### config.mk
export PLATFORM = sky130hd
export DESIGN_NAME = p09_vga_timing_flat
export DESIGN_NICKNAME = d
export VERILOG_FILES = /design/src/rtl/p09_vga_timing_if.sv /design/src/rtl/p09_vga_timing.sv /design/src/flat_wrapper.sv
export SDC_FILE = /design/constraint.sdc
export NUM_CORES = 1
export LEC_CHECK = 0
export ABC_CLOCK_PERIOD_IN_PS = 6200
export CAP_MARGIN = 25
export CORE_MARGIN = 4
export CORE_UTILIZATION = 35
export DETAILED_ROUTE_END_ITERATION = 7
export PLACE_DENSITY = 0.57
export SYNTH_ARGS = -nofsm -noshare
export SYNTH_HDL_FRONTEND = slang
export SYNTH_SLANG_ARGS = --single-unit
### constraint.sdc
create_clock -name clk -period 6.2 [get_ports clk]
set_input_delay 1.24 -clock clk [delete_from_list [all_inputs] [get_ports clk]]
set_output_delay 1.24 -clock clk [all_outputs]
set_load 0.05 [all_outputs]
### src/rtl/p09_vga_timing_if.sv
// Output bundle of the VGA timing generator: signed positions, syncs, blanking, frame pulse, time.
// master = timing generator, slave = colour stages consuming the timing.
interface p09_vga_timing_if #(
    parameter int HW = 11,
    parameter int VW = 11
);
    logic signed [HW-1:0] counter_h;
    logic signed [VW-1:0] counter_v;
    logic                 hsync;
    logic                 vsync;
    logic                 display_on;
    logic                 frame_start;
    logic [7:0]           cur_time;

    modport master (
        output counter_h, counter_v, hsync, vsync, display_on, frame_start, cur_time
    );

    modport slave (
        input counter_h, counter_v, hsync, vsync, display_on, frame_start, cur_time
    );
endinterface

### src/rtl/p09_vga_timing.sv
// VGA pixel-position/sync generator with a per-frame 8-bit animation time.
// Optional P09_TIME_PAUSE_EN adds a time_pause input that freezes cur_time at frame wrap.
module p09_vga_timing #(
    parameter int HACTIVE   = 640,
    parameter int HFRONT    = 16,
    parameter int HSYNC     = 96,
    parameter int HBACK     = 48,
    parameter int VACTIVE   = 480,
    parameter int VFRONT    = 10,
    parameter int VSYNC     = 2,
    parameter int VBACK     = 33,
    parameter bit HSYNC_POL = 1'b0,
    parameter bit VSYNC_POL = 1'b0
) (
    input  logic             clk,
    input  logic             reset,
    input  logic             pix_en,
`ifdef P09_TIME_PAUSE_EN
    input  logic             time_pause,
`endif
    p09_vga_timing_if.master bus
);
    localparam int HTOTAL  = HACTIVE + HFRONT + HSYNC + HBACK;
    localparam int VTOTAL  = VACTIVE + VFRONT + VSYNC + VBACK;
    localparam int HW      = $clog2(HTOTAL) + 1;
    localparam int VW      = $clog2(VTOTAL) + 1;
    localparam int H_START = -(HFRONT + HSYNC + HBACK);
    localparam int V_START = -(VFRONT + VSYNC + VBACK);

    localparam logic signed [HW-1:0] H_FIRST = HW'(H_START);
    localparam logic signed [HW-1:0] H_LAST  = HW'(HACTIVE - 1);
    localparam logic signed [HW-1:0] HS_BEG  = HW'(H_START + HFRONT);
    localparam logic signed [HW-1:0] HS_END  = HW'(H_START + HFRONT + HSYNC - 1);
    localparam logic signed [VW-1:0] V_FIRST = VW'(V_START);
    localparam logic signed [VW-1:0] V_LAST  = VW'(VACTIVE - 1);
    localparam logic signed [VW-1:0] VS_BEG  = VW'(V_START + VFRONT);
    localparam logic signed [VW-1:0] VS_END  = VW'(V_START + VFRONT + VSYNC - 1);

    logic signed [HW-1:0] h_q, h_d;
    logic signed [VW-1:0] v_q, v_d;
    logic                 hsync_q, hsync_d;
    logic                 vsync_q, vsync_d;
    logic                 display_on_q, display_on_d;
    logic                 frame_start_q, frame_start_d;
    logic [7:0]           cur_time_q, cur_time_d;
    logic                 line_wrap, frame_wrap, time_inc;

    always_comb begin
        line_wrap  = pix_en && (h_q == H_LAST);
        frame_wrap = line_wrap && (v_q == V_LAST);

        h_d = h_q;
        if (pix_en) h_d = line_wrap ? H_FIRST : h_q + HW'(1);
        v_d = v_q;
        if (line_wrap) v_d = frame_wrap ? V_FIRST : v_q + VW'(1);

        // Decode from the next counters so syncs/blanking line up with the registered position.
        hsync_d      = ((h_d >= HS_BEG) && (h_d <= HS_END)) ? HSYNC_POL : ~HSYNC_POL;
        vsync_d      = ((v_d >= VS_BEG) && (v_d <= VS_END)) ? VSYNC_POL : ~VSYNC_POL;
        display_on_d = ~h_d[HW-1] & ~v_d[VW-1];

        frame_start_d = frame_wrap;
`ifdef P09_TIME_PAUSE_EN
        time_inc = frame_wrap && !time_pause;
`else
        time_inc = frame_wrap;
`endif
        cur_time_d = time_inc ? cur_time_q + 8'd1 : cur_time_q;
    end

    always_ff @(posedge clk) begin
        if (reset) begin
            h_q           <= H_FIRST;
            v_q           <= V_FIRST;
            hsync_q       <= ~HSYNC_POL;
            vsync_q       <= ~VSYNC_POL;
            display_on_q  <= 1'b0;
            frame_start_q <= 1'b0;
            cur_time_q    <= 8'd0;
        end else begin
            h_q           <= h_d;
            v_q           <= v_d;
            hsync_q       <= hsync_d;
            vsync_q       <= vsync_d;
            display_on_q  <= display_on_d;
            frame_start_q <= frame_start_d;
            cur_time_q    <= cur_time_d;
        end
    end

    assign bus.counter_h   = h_q;
    assign bus.counter_v   = v_q;
    assign bus.hsync       = hsync_q;
    assign bus.vsync       = vsync_q;
    assign bus.display_on  = display_on_q;
    assign bus.frame_start = frame_start_q;
    assign bus.cur_time    = cur_time_q;
endmodule
### src/flat_wrapper.sv
// flat-port wrapper written by rule: the top's interface ports become plain ports
module p09_vga_timing_flat 
#(
    parameter int HACTIVE   = 640,
    parameter int HFRONT    = 16,
    parameter int HSYNC     = 96,
    parameter int HBACK     = 48,
    parameter int VACTIVE   = 480,
    parameter int VFRONT    = 10,
    parameter int VSYNC     = 2,
    parameter int VBACK     = 33,
    parameter bit HSYNC_POL = 1'b0,
    parameter bit VSYNC_POL = 1'b0
)
  (clk, reset, pix_en, bus_counter_h, bus_counter_v, bus_hsync, bus_vsync, bus_display_on, bus_frame_start, bus_cur_time);
  p09_vga_timing_if bus_i ();
  input  logic clk;
  input  logic reset;
  input  logic pix_en;
  output wire logic [$bits(bus_i.counter_h)-1:0] bus_counter_h;
  output wire logic [$bits(bus_i.counter_v)-1:0] bus_counter_v;
  output wire logic [$bits(bus_i.hsync)-1:0] bus_hsync;
  output wire logic [$bits(bus_i.vsync)-1:0] bus_vsync;
  output wire logic [$bits(bus_i.display_on)-1:0] bus_display_on;
  output wire logic [$bits(bus_i.frame_start)-1:0] bus_frame_start;
  output wire logic [$bits(bus_i.cur_time)-1:0] bus_cur_time;
  assign bus_counter_h = bus_i.counter_h;
  assign bus_counter_v = bus_i.counter_v;
  assign bus_hsync = bus_i.hsync;
  assign bus_vsync = bus_i.vsync;
  assign bus_display_on = bus_i.display_on;
  assign bus_frame_start = bus_i.frame_start;
  assign bus_cur_time = bus_i.cur_time;
  p09_vga_timing #(.HACTIVE(HACTIVE), .HFRONT(HFRONT), .HSYNC(HSYNC), .HBACK(HBACK), .VACTIVE(VACTIVE), .VFRONT(VFRONT), .VSYNC(VSYNC), .VBACK(VBACK), .HSYNC_POL(HSYNC_POL), .VSYNC_POL(VSYNC_POL)) u_core (.clk(clk), .reset(reset), .pix_en(pix_en), .bus(bus_i));
endmodule
After elaboration in Yosys (flattened, before gate mapping)
Index checks and enable logic that the tools add are counted.

word-level totals
  word-level logic and storage cells = 29
  output and inout port bits = 34
  flip-flop bits (word level) = 34

cells by class
  multiplexer cells = 6
  order comparisons = 4
  equality and inequality tests = 2
  add/sub/neg operators = 3
  reductions and logical operators = 4
  bitwise logic cells = 3

operators by type and width
  cell                                                                    number
  11-bit 2-to-1 mux                                                       4
  11-bit by 2-bit adder with 11-bit output, second input constant         2
  11-bit by 7-bit <= comparator with 1-bit output, second input constant  2
  11-bit by 10-bit == test with 1-bit output, second input constant       1
  11-bit == test, second input constant                                   1
  11-bit by 7-bit >= comparator with 1-bit output, second input constant  1
  11-bit by 9-bit >= comparator with 1-bit output, second input constant  1
  8-bit by 1-bit adder with 8-bit output, second input constant           1
  1-bit logical AND                                                       4
  1-bit 2-to-1 mux                                                        2
  1-bit inverter                                                          2
  1-bit bitwise AND                                                       1

Depth between registers and ports, before layout
Gate-level depths: netlist of run 1.

  word-level depth = 8
  mapped depth = 8

Least setup slack after synthesis of run 1
OpenSTA, ideal clock, no wires.

  path type = input -> register
  start point = in pix_en
  end point = reg u_core.vsync_q (netlist: u_core.bus.vsync)
  required time = 6.066 ns
  buffers on the path = 1
  data arrival time = 2.829 ns
  cell stages on the path = 7
  path slack = 3.237 ns
  cell sequence = clkbuf_1 -> nand3_1 -> or3_4 -> nor3_4 -> nor2_1 -> mux2i_1 -> nand4_1

on the way
  cells in the longest elaborated chain, start to end = 7
  elaborated cells between the ends (all ways) = 8

ends and longest elaborated chain
  element                                                                                                             line                  source
  from (decl)                                                                                                         flat_wrapper.sv:19    input logic pix_en;
  1-bit logical AND (*)                                                                                               p09_vga_timing.sv:49  line_wrap = pix_en && (h_q == H_LAST);
  1-bit logical AND                                                                                                   p09_vga_timing.sv:50  frame_wrap = line_wrap && (v_q == V_LAST);
  11-bit 2-to-1 mux                                                                                                   p09_vga_timing.sv:55  if (line_wrap) v_d = frame_wrap ? V_FIRST : v_q + VW'(1);
  11-bit 2-to-1 mux (*)                                                                                               p09_vga_timing.sv:55
  11-bit by 7-bit >= comparator with 1-bit output or 11-bit by 7-bit <= comparator with 1-bit output (tied branches)  p09_vga_timing.sv:59  vsync_d = ((v_d >= VS_BEG) && (v_d <= VS_END)) ? VSYNC_POL : ~VSYNC_POL;
  1-bit logical AND (*)                                                                                               p09_vga_timing.sv:59
  1-bit 2-to-1 mux (*)                                                                                                p09_vga_timing.sv:59
  to (signal assigned)                                                                                                p09_vga_timing.sv:76  vsync_q <= ~VSYNC_POL;
  to (signal assigned)                                                                                                p09_vga_timing.sv:84  vsync_q <= vsync_d;
  to (decl)                                                                                                           p09_vga_timing.sv:42  logic vsync_q, vsync_d;

Every way passes the cells marked *; elsewhere a longest branch is shown, timed or not.
A chain may end at the register's enable or synchronous reset.

Final worst setup path of run 1
Same ends and word-level chain as after synthesis.

==> results of run 1 <==
==> metal layers <==
layer,vias up,global-route usage,share of wire
li1,750,-,-
met1,663,0.189,0.51
met2,25,0.207,0.44
met3,6,0.0487,0.041
met4,0,0.0480,0.015
met5,-,0,0
==> power by group through the flow <==
stage                     sequential [W]  clock [W]  combinational [W]
after global placement          0.000225          0          0.0000141
after global routing            0.000220   0.000185          0.0000170
after floorplan                 0.000229          0         0.00000605
after detailed placement        0.000225          0          0.0000141
after CTS                       0.000220   0.000175          0.0000142
final                           0.000220   0.000172          0.0000156
==> final cells by class <==
type	instances	area [um^2]	share of cell area
inverters	3	11.3	0.00513
well taps	54	67.6	0.0308
clock inverters	1	5.00	0.00228
multi-input cells	148	961	0.437
repair buffers	37	385	0.175
clock buffers	7	86.3	0.0393
flip-flops and latches	34	681	0.310
==> cells by family after synthesis <==
group | after synthesis | synth area share
AO/OA/AOI/OAI | 17 | 0.0652
XOR/XNOR | 22 | 0.114
adder cells (fa/ha/maj) | 3 | 0.0222
buffers and inverters | 10 | 0.0274
flip-flops | 34 | 0.403
multiplexers | 2 | 0.0119
AND/OR/NAND/NOR | 104 | 0.356
==> path summary, 6_finish.rpt <==
path / cells past startpoint / start / endpoint
max: 7 / pix_en / u_core.bus.vsync
min reg2reg: 2 / u_core.bus.counter_h[1] / u_core.bus.counter_h[1]
max reg2reg: 6 / u_core.bus.counter_h[7] / u_core.bus.vsync
min: 2 / u_core.bus.counter_h[1] / u_core.bus.counter_h[1]
==> synthesized netlist by cell type (all sizes together) <==
| cell type | n | area (um^2) |
|---|---|---|
| nor4b | 2 | 17.5 |
| nand2b | 9 | 56.3 |
| inv | 3 | 11.3 |
| xnor2 | 10 | 87.6 |
| or3 | 2 | 17.5 |
| a311oi | 1 | 8.76 |
| o31ai | 2 | 15.0 |
| o41ai | 1 | 8.76 |
| nor4 | 5 | 52.6 |
| ha | 3 | 37.5 |
| nand2 | 14 | 52.6 |
| buf | 2 | 16.3 |
| or4 | 1 | 7.51 |
| mux2i | 2 | 20.0 |
| and2 | 4 | 25.0 |
| nor3 | 10 | 76.3 |
| nor2 | 26 | 97.6 |
| or4b | 1 | 10.0 |
| o21ai | 3 | 15.0 |
| and3 | 5 | 31.3 |
| a21oi | 6 | 30.0 |
| a31oi | 1 | 6.26 |
| nand4 | 12 | 81.3 |
| and4 | 1 | 8.76 |
| dfxtp | 34 | 681 |
| o2bb2ai | 2 | 17.5 |
| nand3 | 8 | 40.0 |
| clkbuf | 5 | 18.8 |
| or2 | 3 | 18.8 |
| nand3b | 1 | 7.51 |
| xor2 | 12 | 105 |
| a31o | 1 | 8.76 |
==> critical path: stages <==
cell             delay [ns]
clkdlybuf4s50_1        0.62
nand3_1                0.34
or3_4                  0.44
nor3_4                 0.41
nor2_1                 0.07
mux2i_1                0.21
nand4_1                0.10
==> sequential cells by signal (all words and copies together), names as in the netlist <==
register / cells
u_core.bus.counter_h: 11
u_core.bus.counter_v: 11
u_core.bus.cur_time: 8
u_core.bus.display_on: 1
u_core.bus.frame_start: 1
u_core.bus.hsync: 1
u_core.bus.vsync: 1
==> per-stage QoR <==
| step | power (W) | worst slack [ns] |
|---|---|---|
| 3_3_place_gp | 0.000240 | 2.71 |
| 6_report | 0.000408 | 2.93 |
| 4_1_cts | 0.000410 | 2.94 |
| 2_1_floorplan | 0.000235 | 3.24 |
| 5_1_grt | 0.000423 | 2.76 |
| 3_5_place_dp | 0.000240 | 2.64 |
==> cells in the final DEF (no fill, tap or decap), types with 4 or more instances in the layout <==
master and n:
dfxtp_1 34, xnor2_1 10, xor2_1 12, and3_1 5
nor2_1 26, clkdlybuf4s50_1 36, nand2b_1 9, nand4_1 11
nand3_1 8, nor3_1 6, a21oi_1 6, nand2_1 14
clkbuf_8 6, and2_1 4
==> results.py, run 1 <==
metrics = {
    "outcome": {
        "outcome": "completed",
    },
    "final_layout": {
        "utilization": 0.468,
        "final_cells": 284,
        "syn_to_final_growth_pct": 30.2,
        "drive_gt1_frac": 0.0826,
        "diodes": 0,
        "final_cell_area_um2": 2200,
        "final.fill_count": 487,
        "nets": 235,
    },
    "power": {
        "intPower_w": 0.000315,
        "p_sw_frac": 0.227,
        "comb_power_share": 0.038,
        "p_clk_frac": 0.421,
        "leakage_nw": 0.823,
        "ir_drop_v": 0.0000921,
        "switchingPower_w": 0.0000927,
        "p_seq_frac": 0.540,
        "powerDensity_nw_per_um2": 186,
    },
    "die": {
        "num_rows": 25,
        "fp.dieH_um": 77.4,
        "die_w_um": 77.4,
        "start_util": 0.360,
        "dieArea_um2": 6000,
        "io-pin-count": 37,
        "core_um2": 4690,
    },
    "global_routing": {
        "groute.usage.overall": 0.140,
        "grt_pass1_wl_mm": 6.71,
        "grt_max_degree": 28,
        "antenna_found_initial": 0,
        "overflow": 0,
        "grt_pass1_vias": 1376,
    },
    "logic_synthesis": {
        "syn_nets": 198,
        "synth_cell_types": 40,
        "synthesis.area_um2": 1690,
        "syn-instance-count": 192,
        "synth-seq-cells": 34,
        "yosysWarnings": 0,
        "syn_avg_cell_area_um2": 8.79,
        "ys_seq_area_frac": 0.403,
    },
    "critical_path": {
        "r2r_setup_slack_ns": 3.72,
        "startpoint_type": "input pin",
        "critical_path_class": "in -> reg",
        "arrival_ns": 3.44,
        "endpoint_kind": "register",
        "path_max_fanout": 9,
        "worstPathRequired_ns": 6.37,
    },
    "sta": {
        "timing.final.hold_violations": 0,
        "tns_ns": 0,
        "tightestPinTransition_ns": 0.603,
        "clock-skew-final_ns": 0.00677,
        "setup_viol": 0,
        "slew_viol_final": 0,
        "fin_crit_ns": 3.27,
        "fmax_ghz": 0.306,
        "finalCritPeriodShare": 0.528,
        "relSlewSlack": 0.596,
        "hold_ws_ns": 0.514,
        "rsz0062_at_grt": "no",
    },
    "placement": {
        "dpl.cell_count": 275,
        "placement.cell_area_um2": 2080,
        "port_buffers": 36,
        "dpl.hpwl_mm": 2.75,
        "gp_congestion": 0.777,
    },
    "detailed_routing": {
        "first_pass_iters": 4,
        "wl_mm": 3.86,
        "drc": 0,
        "wl_per_cell_um": 13.6,
        "via_per_inst": 5.08,
        "dr_total_vias": 1444,
        "drt_iter0_markers": 50,
        "final_antenna_net_count": 0,
    },
    "clock_network": {
        "clkLatencyLatePin_ns": 0.29,
        "ctsResizeCount": 0,
        "ctsRootBufferMaster": "clkbuf_8",
        "clkSinkCount": 34,
        "clkTransAtPathRegs_ns": 0.07,
        "postCtsSetupBuffers": 0,
        "tritoncts": "done",
        "numCtsBuffers": 5,
        "cts.path.max_buffers": 2,
        "ctsHoldBuffers": 0,
        "h-tree-depth": 2,
    },
    "job": {
        "cap_violations": 0,
    },
    "worst_hold_path": {
        "hold_path_class": "reg -> reg",
    },
}
(Power assumes the default switching activity.)
==> inputs of run 2 (changes only) <==
--- a/config.mk
+++ b/config.mk
@@ -5,7 +5,7 @@
 export SDC_FILE = /design/constraint.sdc
 export NUM_CORES = 1
 export LEC_CHECK = 0
-export ABC_CLOCK_PERIOD_IN_PS = 6200
+export ABC_CLOCK_PERIOD_IN_PS = 3090
 export CAP_MARGIN = 25
 export CORE_MARGIN = 4
 export CORE_UTILIZATION = 35
==> constraint.sdc (replaced) <==
create_clock -name clk -period 3.09 [get_ports clk]
set_input_delay 0.618 -clock clk [delete_from_list [all_inputs] [get_ports clk]]
set_output_delay 0.618 -clock clk [all_outputs]
set_load 0.05 [all_outputs]
==> results.py, run 2 (same netlist as run 1, synthesis figures left out) <==
metrics = {
    "sta": {
        "setup_viol": 0,
        "tightestPinTransition_ns": 0.581,
        "tns_ns": 0,
        "rsz0062_at_grt": "no",
        "slew_viol_final": 0,
        "clock-skew-final_ns": 0.00455,
        "fmax_ghz": 0.380,
        "hold_ws_ns": 0.522,
        "timing.final.hold_violations": 0,
        "relSlewSlack": 0.612,
        "fin_crit_ns": 2.63,
        "finalCritPeriodShare": 0.853,
    },
    "worst_hold_path": {
        "hold_path_class": "reg -> reg",
        "min_delay_worst_endpoint": "u_core.bus.counter_h[1]",
        "hold_path_startpoint": "u_core.bus.counter_h[1]",
        "whs_path_depth": 2,
    },
    "job": {
        "cap_violations": 0,
    },
    "clock_network": {
        "clkLatencyLatePin_ns": 0.28,
        "ctsHoldBuffers": 0,
        "clkTransAtPathRegs_ns": 0.07,
        "ctsResizeCount": 0,
        "tritoncts": "done",
        "ctsRootBufferMaster": "clkbuf_8",
        "clkSinkCount": 34,
        "cts.path.max_buffers": 2,
        "numCtsBuffers": 5,
        "h-tree-depth": 2,
        "postCtsSetupBuffers": 0,
    },
    "critical_path": {
        "reg2regPathDepth": 6,
        "arrival_ns": 2.79,
        "critical_path_class": "reg -> reg",
        "endpoint_kind": "register",
        "worstPathRequired_ns": 3.24,
        "r2r_setup_slack_ns": 0.46,
        "path_max_fanout": 9,
        "reg2reg_from": "u_core.bus.counter_h[7]",
        "startpoint_type": "register",
        "r2r-end": "u_core.bus.vsync",
    },
    "placement": {
        "gp_congestion": 0.746,
        "dpl.hpwl_mm": 2.82,
        "port_buffers": 36,
    },
    "final_layout": {
        "register_area_um2": 681,
        "nets": 238,
        "final_cell_mix": "clkdlybuf4s50_1 (36), dfxtp_1 (34), nor2_1 (26), nand2_1 (14), xor2_1 (12)",
        "final.fill_count": 489,
        "diodes": 0,
        "multi_input_area_um2": 961,
        "layout_commonest_cell": "clkdlybuf4s50_1",
        "drive_gt1_frac": 0.0987,
        "syn_to_final_growth_pct": 30.7,
    },
    "detailed_routing": {
        "drc": 0,
        "dr_wl_met2_mm": 1.75,
        "top_layer_used": "met4",
        "wl_per_cell_um": 13.5,
        "met1_length_mm": 1.93,
        "final_antenna_net_count": 0,
        "drt_iter0_markers": 71,
        "via_per_inst": 5.10,
        "wl_mm": 3.87,
        "dr_total_vias": 1463,
        "wl_met3_um": 160,
        "first_pass_iters": 4,
    },
    "die": {
        "fp.dieH_um": 77.4,
        "io-pin-count": 37,
        "dieArea_um2": 6000,
        "core_um2": 4690,
        "start_util": 0.360,
        "num_rows": 25,
        "die_w_um": 77.4,
    },
    "global_routing": {
        "antenna_found_initial": 0,
        "grt_pass1_wl_mm": 6.76,
        "grt_max_degree": 16,
        "grt_pass1_vias": 1415,
        "groute.usage.overall": 0.140,
        "overflow": 0,
    },
    "power": {
        "ir_drop_v": 0.000190,
        "leakage_nw": 0.828,
        "powerDensity_nw_per_um2": 372,
    },
    "outcome": {
        "outcome": "completed",
    },
}
-- run 2: changes by cell type in the layout (fill, tap and decap cells not counted), sizes merged --
cell,delta
buf,+4
clkbuf,-2
clkinvlp,+1
-- run 2: per-stage QoR --
| step | power (W) | util | setup WS (ns) | cell area [um^2] | instances |
|---|---|---|---|---|---|
| detailed placement | 0.000481 | 0.450 | 0.207 | 2110 | 279 |
| finish | 0.000820 | 0.470 | 0.456 | 2210 | 287 |
| floorplan | 0.000471 | - | 0.577 | 1690 | 192 |
| CTS | 0.000828 | 0.470 | 0.420 | 2210 | 287 |
| global route | 0.000849 | 0.470 | 0.300 | 2210 | 287 |
| global placement | 0.000481 | 0.450 | 0.255 | 2110 | 279 |
-- run 2: critical path, cell delays in order, from the launching register on --
cell and delay [ns]:
dfxtp_1 0.39, or4b_1 0.73, or3_4 0.44, nor3_4 0.44, nor2_1 0.07, mux2i_1 0.30
nand4_1 0.13
-- run 2: how the worst max path moves through the flow --
stage	endpoint	depth (start not counted)	start	slack (ns)
global route	u_core.bus.vsync	8	pix_en	0.30
CTS	u_core.bus.vsync	6	u_core.bus.counter_h[7]	0.42
finish	u_core.bus.vsync	6	u_core.bus.counter_h[7]	0.46
detailed placement	u_core.bus.vsync	8	pix_en	0.21
floorplan	u_core.bus.vsync	7	u_core.bus.counter_h[9]	0.58
global placement	u_core.bus.vsync	8	pix_en	0.25
-- run 2: report_power, final --
group	internal (W)	switching [W]	leakage [nW]
combinational	0.0000104	0.0000180	0.506
clock	0.000179	0.000170	0.0472
sequential	0.000440	0.00000225	0.275
total	0.000629	0.000191	0.828
-- run 2: layer usage --
metal | GRT usage | up-vias
met5 | 0 | -
met4 | 0.0480 | 0
met3 | 0.0441 | 2
met2 | 0.214 | 26
met1 | 0.185 | 681
li1 | - | 754
-- run 2: layout make-up --
type | count | area share
multi-input cells | 148 | 0.436
clock buffers | 6 | 0.0374
flip-flops and latches | 34 | 0.309
inverters | 3 | 0.00510
repair buffers | 40 | 0.177
well taps | 54 | 0.0306
clock inverters | 2 | 0.00567
==> inputs of run 3 (changes only) <==
--- a/config.mk
+++ b/config.mk
@@ -10,7 +10,10 @@
 export CORE_MARGIN = 4
 export CORE_UTILIZATION = 35
 export DETAILED_ROUTE_END_ITERATION = 7
-export PLACE_DENSITY = 0.57
+export DONT_BUFFER_PORTS = 1
+export HOLD_SLACK_MARGIN = 0.12
+export PLACE_DENSITY = 0.47
+export REMOVE_ABC_BUFFERS = 1
 export SYNTH_ARGS = -nofsm -noshare
 export SYNTH_HDL_FRONTEND = slang
 export SYNTH_SLANG_ARGS = --single-unit
==> results.py, run 3 (same netlist as run 1, synthesis figures left out) <==
metrics = {
    "critical_path": {
        "r2r-end": "u_core.bus.vsync",
        "path_max_fanout": 9,
        "startpoint_type": "register",
        "reg2regPathDepth": 6,
        "endpoint_kind": "register",
        "arrival_ns": 2.56,
        "reg2reg_from": "u_core.bus.counter_h[7]",
        "r2r_setup_slack_ns": 0.69,
        "worstPathRequired_ns": 3.25,
        "critical_path_class": "reg -> reg",
    },
    "job": {
        "cap_violations": 0,
    },
    "detailed_routing": {
        "via_per_inst": 5.13,
        "top_layer_used": "met4",
        "drt_iter0_markers": 52,
        "final_antenna_net_count": 0,
        "first_pass_iters": 4,
        "wl_met3_um": 250,
        "drc": 0,
        "wl_per_cell_um": 14.7,
        "dr_total_vias": 1370,
        "wl_mm": 3.92,
        "dr_wl_met2_mm": 1.85,
        "met1_length_mm": 1.77,
    },
    "sta": {
        "fmax_ghz": 0.417,
        "tightestPinTransition_ns": 0.686,
        "setup_viol": 0,
        "timing.final.hold_violations": 0,
        "fin_crit_ns": 2.40,
        "tns_ns": 0,
        "rsz0062_at_grt": "no",
        "clock-skew-final_ns": 0.00793,
        "finalCritPeriodShare": 0.776,
        "slew_viol_final": 0,
        "relSlewSlack": 0.542,
    },
    "die": {
        "fp.dieH_um": 77.4,
        "num_rows": 25,
        "dieArea_um2": 6000,
        "start_util": 0.360,
        "die_w_um": 77.4,
        "core_um2": 4690,
        "io-pin-count": 37,
    },
    "clock_network": {
        "cts.path.max_buffers": 2,
        "numCtsBuffers": 5,
        "clkLatencyLatePin_ns": 0.28,
        "h-tree-depth": 2,
        "ctsHoldBuffers": 0,
        "clkSinkCount": 34,
        "ctsResizeCount": 0,
        "postCtsSetupBuffers": 0,
        "ctsRootBufferMaster": "clkbuf_8",
        "tritoncts": "done",
        "clkTransAtPathRegs_ns": 0.07,
    },
    "global_routing": {
        "groute.usage.overall": 0.140,
        "grt_pass1_wl_mm": 6.68,
        "overflow": 0,
        "antenna_found_initial": 0,
        "grt_pass1_vias": 1387,
        "grt_max_degree": 28,
    },
    "final_layout": {
        "syn_to_final_growth_pct": 16.2,
        "final.fill_count": 478,
        "final_cells": 267,
        "drive_gt1_frac": 0.178,
        "layout_commonest_cell": "dfxtp_1",
        "final_cell_mix": "dfxtp_1 (34), nor2_1 (26), buf_4 (20), nand2_1 (14), xor2_1 (12)",
        "diodes": 0,
        "nets": 218,
    },
    "outcome": {
        "outcome": "completed",
    },
    "placement": {
        "dpl.hpwl_mm": 3.01,
        "dpl.cell_count": 259,
        "port_buffers": 0,
        "gp_congestion": 0.777,
    },
    "power": {
        "ir_drop_v": 0.000143,
        "powerDensity_nw_per_um2": 407,
        "leakage_nw": 0.764,
    },
    "worst_hold_path": {
        "hold_path_startpoint": "reset",
        "min_delay_worst_endpoint": "u_core.bus.cur_time[2]",
        "whs_path_depth": 1,
        "hold_path_class": "in -> reg",
    },
}
-- run 3: layout make-up --
class / instances / area (um^2) / share of cell area
sequential: 34 / 681 / 0.347
clock inverter: 1 / 5.00 / 0.00255
multi-input combinational: 148 / 961 / 0.490
inverter: 3 / 11.3 / 0.00574
timing repair buffer: 20 / 150 / 0.0765
tap: 54 / 67.6 / 0.0344
clock buffer: 7 / 86.3 / 0.0440
-- run 3: per-layer routing --
| layer | vias to the layer above | track usage |
|---|---|---|
| met5 | - | 0 |
| met4 | 0 | 0.0427 |
| met3 | 6 | 0.0557 |
| met2 | 31 | 0.237 |
| met1 | 615 | 0.163 |
| li1 | 718 | - |
-- run 3: worst max path at each step --
| stage | end | start | cells after the start |
|---|---|---|---|
| after floorplan | u_core.bus.vsync | u_core.bus.counter_h[9] | 6 |
| after global placement | u_core.bus.vsync | u_core.bus.counter_v[2] | 6 |
| after detailed placement | u_core.bus.vsync | u_core.bus.counter_h[7] | 6 |
| after CTS | u_core.bus.vsync | u_core.bus.counter_h[7] | 6 |
| after global routing | u_core.bus.vsync | u_core.bus.counter_h[7] | 6 |
| final | u_core.bus.vsync | u_core.bus.counter_h[7] | 6 |
-- run 3: power breakdown --
part | internal, W | switching (W) | leakage, nW
combinational | 0.00000682 | 0.0000128 | 0.441
clock | 0.000180 | 0.000158 | 0.0482
sequential | 0.000440 | 0.00000101 | 0.275
total | 0.000627 | 0.000172 | 0.764
-- run 3: through the flow --
step           power (W)  cell area [um^2]   util  hold WS (ns)  setup slack, ns
3_5_place_dp    0.000471              1870  0.399         0.670            0.672
4_1_cts         0.000809              1960  0.418         0.390            0.668
2_1_floorplan   0.000466              1650      -         0.687            0.525
3_3_place_gp    0.000470              1870  0.399         0.647            0.672
5_1_grt         0.000830              1960  0.418         0.375            0.517
6_report        0.000799              1960  0.418         0.397            0.691
-- run 3: worst max-delay path, stage by stage, from the launching register on --
cell	delay, ns
dfxtp_1	0.31
or4b_1	0.72
or3_4	0.45
nor3_4	0.43
nor2_1	0.07
mux2i_1	0.20
nand4_1	0.10
